--- src/rtl/audio_adc_rx_if.sv ---
// Consumer-side handshake bundle for audio_adc_rx: held stereo pair, valid/ready, overrun flag.
// The master modport is the receiver; the slave modport is the user logic consuming pairs.
interface audio_adc_rx_if #(
    parameter int unsigned DATA_W = 16
);
    logic              iREADY;
    logic [DATA_W-1:0] oLEFT;
    logic [DATA_W-1:0] oRIGHT;
    logic              oVALID;
    logic              oOVERRUN;

    modport master (
        input  iREADY,
        output oLEFT,
        output oRIGHT,
        output oVALID,
        output oOVERRUN
    );

    modport slave (
        output iREADY,
        input  oLEFT,
        input  oRIGHT,
        input  oVALID,
        input  oOVERRUN
    );
endinterface

--- src/rtl/audio_adc_rx.sv ---
// I2S ADC receiver: synchronizes BCK/LRCK/DAT, deserializes left/right slots, holds each pair
// behind a valid/ready register. Define ADC_RX_MONO_EN to output (L+R)>>>1 on both channels.
module audio_adc_rx #(
    parameter int unsigned DATA_W = 16
) (
    input  logic                  iCLK,
    input  logic                  iRST_N,
    input  logic                  iAUD_BCK,
    input  logic                  iAUD_LRCK,
    input  logic                  iAUD_ADCDAT,
    audio_adc_rx_if.master        rx
);
    localparam int unsigned CntW = (DATA_W > 1) ? $clog2(DATA_W) : 1;
    localparam logic [CntW-1:0] LastBit = CntW'(DATA_W - 1);

    typedef enum logic [1:0] {StIdle, StSkip, StShift, StWait} state_e;

    logic bck_s1_q, bck_s2_q, bck_s3_q;
    logic lrck_s1_q, lrck_s2_q, lrck_s3_q, lrck_s3_d;
    logic dat_s1_q, dat_s2_q;

    state_e            state_q, state_d;
    logic              chan_q, chan_d;
    logic [CntW-1:0]   cnt_q, cnt_d;
    logic [DATA_W-1:0] shift_q, shift_d;
    logic [DATA_W-1:0] left_q, left_d;
    logic [DATA_W-1:0] right_q, right_d;
    logic              left_ok_q, left_ok_d;
    logic              pair_q, pair_d;
    logic [DATA_W-1:0] out_left_q, out_left_d;
    logic [DATA_W-1:0] out_right_q, out_right_d;
    logic              valid_q, valid_d;
    logic              overrun_q, overrun_d;

    logic              bit_evt, lr_edge;
    logic [DATA_W-1:0] shift_nxt, load_left, load_right;

    // lrck_s3 is sampled only on bit events, so an LRCK edge is judged at BCK rises.
    assign bit_evt   = bck_s2_q & ~bck_s3_q;
    assign lr_edge   = bit_evt & (lrck_s2_q ^ lrck_s3_q);
    assign shift_nxt = {shift_q[DATA_W-2:0], dat_s2_q};

`ifdef ADC_RX_MONO_EN
    logic [DATA_W:0] mono_sum;
    assign mono_sum   = {left_q[DATA_W-1], left_q} + {right_q[DATA_W-1], right_q};
    assign load_left  = mono_sum[DATA_W:1];
    assign load_right = mono_sum[DATA_W:1];
`else
    assign load_left  = left_q;
    assign load_right = right_q;
`endif

    always_comb begin
        lrck_s3_d = lrck_s3_q;
        state_d   = state_q;
        chan_d    = chan_q;
        cnt_d     = cnt_q;
        shift_d   = shift_q;
        left_d    = left_q;
        right_d   = right_q;
        left_ok_d = left_ok_q;
        pair_d    = 1'b0;
        if (bit_evt) begin
            lrck_s3_d = lrck_s2_q;
            // The edge-detecting rise carries the I2S delay bit; the MSB arrives next rise.
            if (lr_edge && (state_q != StIdle || !lrck_s2_q)) begin
                state_d = StSkip;
                chan_d  = lrck_s2_q;
                cnt_d   = '0;
                shift_d = '0;
                if (!lrck_s2_q) left_ok_d = 1'b0;
            end else begin
                unique case (state_q)
                    StSkip: begin
                        shift_d = shift_nxt;
                        cnt_d   = CntW'(1);
                        state_d = StShift;
                    end
                    StShift: begin
                        shift_d = shift_nxt;
                        if (cnt_q == LastBit) begin
                            state_d = StWait;
                            cnt_d   = '0;
                            if (!chan_q) begin
                                left_d    = shift_nxt;
                                left_ok_d = 1'b1;
                            end else if (left_ok_q) begin
                                right_d   = shift_nxt;
                                pair_d    = 1'b1;
                                left_ok_d = 1'b0;
                            end
                        end else begin
                            cnt_d = cnt_q + CntW'(1);
                        end
                    end
                    default: ;
                endcase
            end
        end
    end

    always_comb begin
        out_left_d  = out_left_q;
        out_right_d = out_right_q;
        valid_d     = valid_q;
        overrun_d   = overrun_q;
        if (pair_q) begin
            if (!valid_q || rx.iREADY) begin
                out_left_d  = load_left;
                out_right_d = load_right;
                valid_d     = 1'b1;
            end else begin
                overrun_d = 1'b1;
            end
        end else if (valid_q && rx.iREADY) begin
            valid_d = 1'b0;
        end
    end

    always_ff @(posedge iCLK or negedge iRST_N) begin
        if (!iRST_N) begin
            bck_s1_q    <= 1'b0;
            bck_s2_q    <= 1'b0;
            bck_s3_q    <= 1'b0;
            lrck_s1_q   <= 1'b0;
            lrck_s2_q   <= 1'b0;
            lrck_s3_q   <= 1'b0;
            dat_s1_q    <= 1'b0;
            dat_s2_q    <= 1'b0;
            state_q     <= StIdle;
            chan_q      <= 1'b0;
            cnt_q       <= '0;
            shift_q     <= '0;
            left_q      <= '0;
            right_q     <= '0;
            left_ok_q   <= 1'b0;
            pair_q      <= 1'b0;
            out_left_q  <= '0;
            out_right_q <= '0;
            valid_q     <= 1'b0;
            overrun_q   <= 1'b0;
        end else begin
            bck_s1_q    <= iAUD_BCK;
            bck_s2_q    <= bck_s1_q;
            bck_s3_q    <= bck_s2_q;
            lrck_s1_q   <= iAUD_LRCK;
            lrck_s2_q   <= lrck_s1_q;
            lrck_s3_q   <= lrck_s3_d;
            dat_s1_q    <= iAUD_ADCDAT;
            dat_s2_q    <= dat_s1_q;
            state_q     <= state_d;
            chan_q      <= chan_d;
            cnt_q       <= cnt_d;
            shift_q     <= shift_d;
            left_q      <= left_d;
            right_q     <= right_d;
            left_ok_q   <= left_ok_d;
            pair_q      <= pair_d;
            out_left_q  <= out_left_d;
            out_right_q <= out_right_d;
            valid_q     <= valid_d;
            overrun_q   <= overrun_d;
        end
    end

    assign rx.oLEFT    = out_left_q;
    assign rx.oRIGHT   = out_right_q;
    assign rx.oVALID   = valid_q;
    assign rx.oOVERRUN = overrun_q;
endmodule

--- src/flat_wrapper.sv ---
// flat-port wrapper written by rule: the top's interface ports become plain ports
module audio_adc_rx_flat 
#(
    parameter int unsigned DATA_W = 16
)
  (iCLK, iRST_N, iAUD_BCK, iAUD_LRCK, iAUD_ADCDAT, rx_iREADY, rx_oLEFT, rx_oRIGHT, rx_oVALID, rx_oOVERRUN);
  audio_adc_rx_if #(.DATA_W(DATA_W)) rx_i ();
  input  logic iCLK;
  input  logic iRST_N;
  input  logic iAUD_BCK;
  input  logic iAUD_LRCK;
  input  logic iAUD_ADCDAT;
  input wire logic [$bits(rx_i.iREADY)-1:0] rx_iREADY;
  output wire logic [$bits(rx_i.oLEFT)-1:0] rx_oLEFT;
  output wire logic [$bits(rx_i.oRIGHT)-1:0] rx_oRIGHT;
  output wire logic [$bits(rx_i.oVALID)-1:0] rx_oVALID;
  output wire logic [$bits(rx_i.oOVERRUN)-1:0] rx_oOVERRUN;
  assign rx_i.iREADY = rx_iREADY;
  assign rx_oLEFT = rx_i.oLEFT;
  assign rx_oRIGHT = rx_i.oRIGHT;
  assign rx_oVALID = rx_i.oVALID;
  assign rx_oOVERRUN = rx_i.oOVERRUN;
  audio_adc_rx #(.DATA_W(DATA_W)) u_core (.iCLK(iCLK), .iRST_N(iRST_N), .iAUD_BCK(iAUD_BCK), .iAUD_LRCK(iAUD_LRCK), .iAUD_ADCDAT(iAUD_ADCDAT), .rx(rx_i));
endmodule
--- config.mk ---
export PLATFORM = sky130hd
export DESIGN_NAME = audio_adc_rx_flat
export DESIGN_NICKNAME = d
export VERILOG_FILES = /design/src/rtl/audio_adc_rx_if.sv /design/src/rtl/audio_adc_rx.sv /design/src/flat_wrapper.sv
export SDC_FILE = /design/constraint.sdc
export NUM_CORES = 1
export LEC_CHECK = 0
export CAP_MARGIN = 30
export CELL_PAD_IN_SITES_DETAIL_PLACEMENT = 1
export CELL_PAD_IN_SITES_GLOBAL_PLACEMENT = 1
export CORE_MARGIN = 4
export CORE_UTILIZATION = 51
export CTS_CLUSTER_SIZE = 40
export DETAILED_ROUTE_END_ITERATION = 8
export DONT_BUFFER_PORTS = 1
export PLACE_DENSITY = 0.82
export SETUP_SLACK_MARGIN = 0.1
export SLEW_MARGIN = 40
export SYNTH_ARGS = -nofsm -noshare
export SYNTH_HDL_FRONTEND = slang
export SYNTH_SLANG_ARGS = --single-unit
--- constraint.sdc ---
create_clock -name iCLK -period 2.45 [get_ports iCLK]
set_clock_uncertainty 0.05 [all_clocks]
set_input_delay 0.735 -clock iCLK [delete_from_list [all_inputs] [get_ports iCLK]]
set_output_delay 0.735 -clock iCLK [all_outputs]
set_load 0.1 [all_outputs]
==> reports/results.ini <==
[run]
maxCapViolCount=0

[drt]
wire_per_inst_um=21.4
drtAntennaViolNets=0
drt_iter0_markers=66
drcViolationCount=0
vias=2174
drt_pass1_iterations=4
avgViaCountPerCell=5.53
wirelength_mm=8.39

[cells_and_area]
stdcell_area_um2=4300
antenna_cells=0
area_growth_pct=11.7
fillers=734
drive_above_1_share_pct=39.1
mostFrequentLayoutCells=dfrtp_1, nand2_1, mux2_2, dfrtp_2, a21oi_1
final_common_cell=dfrtp_1
nets=298
finalNonFillerCells=393

[power]
fin_total_pwr_w=0.00329
p_per_area_nw_per_um2=764
p_leak_nw=2.05
peakVddDrop_uv=338

[yosys]
syn-instance-count=274
syn_area_um2=3850
synth-seq-area-share_pct=63.6
syn_nets=283
synth_top_flop_cell=dfrtp_1
ys_ff_latch=98
ys_warn_count=0
synth_edf_count=0
yosysTopAreaCell=dfrtp_1
synthArstFlopShare_pct=100
synth_top_area_share_pct=63.6
synth_area_per_cell_um2=14.1
yosysUniqueCellTypes=37
yosys-top-cells-area=dfrtp_1, mux2_2, nand2_1

[critical_path]
startpoint=u_core.state_q[0]
timing.rr.end=u_core.left_q[3]
critical_path.max_fanout=13
cp_data_arrival_time_ns=2.32
path_class=reg -> reg
rr_worst_depth=6
required_ns=2.65
startpoint_type=register
r2r_start=u_core.state_q[0]
cp-end-kind=register
reg2reg_slack_ns=0.33
cp-endpoint=u_core.left_q[3]

[grt]
grt_pass1_wl_mm=13.7
grt_max_degree=52
grt_usage_pct=20.4
antenna_found_initial=0
grt_overflow=0
first_global_vias=2509

[clocking]
clock_path_buffers=2
cts_setup_buffers=0
root_buffer=clkbuf_8
cts_tree=built
clk_latency_ns=0.37
htreeDepth=3
cts_made_buffers=9
clock_sinks=98
path_clk_slew_ns=0.10

[die]
die-area_um2=9010
io_pins=40
rows=31
fp.dieW_um=94.9
dieHeight_um=94.9
core-area_um2=7290
initial_utilization_pct=52.9

[sta]
worstMarginPinSlew_ns=0.921
rsz0062_at_grt=false
final-setup-viol-count=0
timing.final.crit_share_pct=86.5
fin_setup_tns_ns=0
slew_viol_final=0
hold_violations=0
slew_headroom_pct=38.4
max_freq_mhz=472
hold_ws_ns=0.163
period_minus_slack_ns=2.12

[outcome]
status=completed

[placed_design]
gp_congestion=0.843
hpwl_mm=5.02
placed_area_um2=4000
port_buffers=0
place_inst=372

[min_path]
hold_class=in -> async

==> area by class of cell <==
type | instances | area [um^2] | share of cell area, %
well taps | 99 | 124 | 2.88
clock inverters | 6 | 72.6 | 1.69
multi-input cells | 163 | 1330 | 30.9
flip-flops and latches | 98 | 2490 | 57.8
repair buffers | 13 | 140 | 3.26
clock buffers | 10 | 138 | 3.20
inverters | 4 | 15.0 | 0.349
==> flip-flops by register name (all words and copies together) (netlist names), 2 cells and up <==
name               flops
u_core.cnt_q           4
u_core.left_q         16
u_core.load_right     16
u_core.rx.oLEFT       16
u_core.rx.oRIGHT      16
u_core.shift_q        15
u_core.state_q         2
==> logic make-up after synthesis <==
logic type | Yosys count | synth area share [%]
buffers and inverters | 13 | 1.98
flip-flops | 98 | 63.6
AND/OR/NAND/NOR | 64 | 8.76
adder cells (fa/ha/maj) | 3 | 0.974
AO/OA/AOI/OAI | 32 | 5.10
multiplexers | 64 | 19.6
==> metrics by stage <==
stage               setup slack, ns  utilization (%)
floorplan                     0.461                -
global route                  0.238             59.0
detailed placement            0.302             54.8
global placement              0.392             54.7
CTS                           0.228             58.5
finish                        0.331             59.0
==> synthesized netlist by cell type, types with 3 or more instances <==
cell type,number
dfrtp_1,98
nand2_1,46
mux2_4,9
nand2b_1,4
inv_1,4
ha_1,3
a21oi_1,13
mux2_2,45
clkbuf_1,4
mux2_1,10
buf_2,3
o21ai_0,8
==> routing by layer <==
layer / share of wire [%] / vias to the layer above / GRT usage (%)
li1: - / 978 / -
met2: 52 / 47 / 33.6
met5: 0 / - / 0
met4: 2.8 / 0 / 7.69
met3: 5.2 / 18 / 6.69
met1: 40 / 1131 / 25.1
==> report_power, final <==
group          leakage, nW  total (W)  internal [W]  switching (W)
Combinational        0.657   0.000394      0.000136       0.000258
Clock                0.103    0.00110      0.000511       0.000591
Sequential            1.29    0.00179       0.00170      0.0000935
Total                 2.05    0.00329       0.00235       0.000942
==> critical path, stage by stage (launching register included) <==
cell and delay [ns]:
dfrtp_1 0.40, inv_1 0.11, ha_1 0.38, nand3_4 0.17
nor3_4 0.34, buf_12 0.20, mux2_1 0.35
==> what timing repair did <==
item / 4_1_cts / 5_1_grt
setup endpoints to repair: 0 / 0
gates resized for setup: 0 / 0
endpoints found under the hold margin: 51 / 20
hold buffers: 4 / 1
==> worst min path at each step <==
| stage | to | cells after the start |
|---|---|---|
| after CTS | u_core.shift_q[9] | 0 |
| after detailed placement | u_core.bck_s2_q | 0 |
| after global routing | u_core.load_right[1] | 1 |
| after global placement | u_core.dat_s2_q | 0 |
| after floorplan | u_core.bck_s2_q | 0 |
| final | u_core.left_q[2] | 1 |
Note: power is estimated with default switching activity, not from simulation.
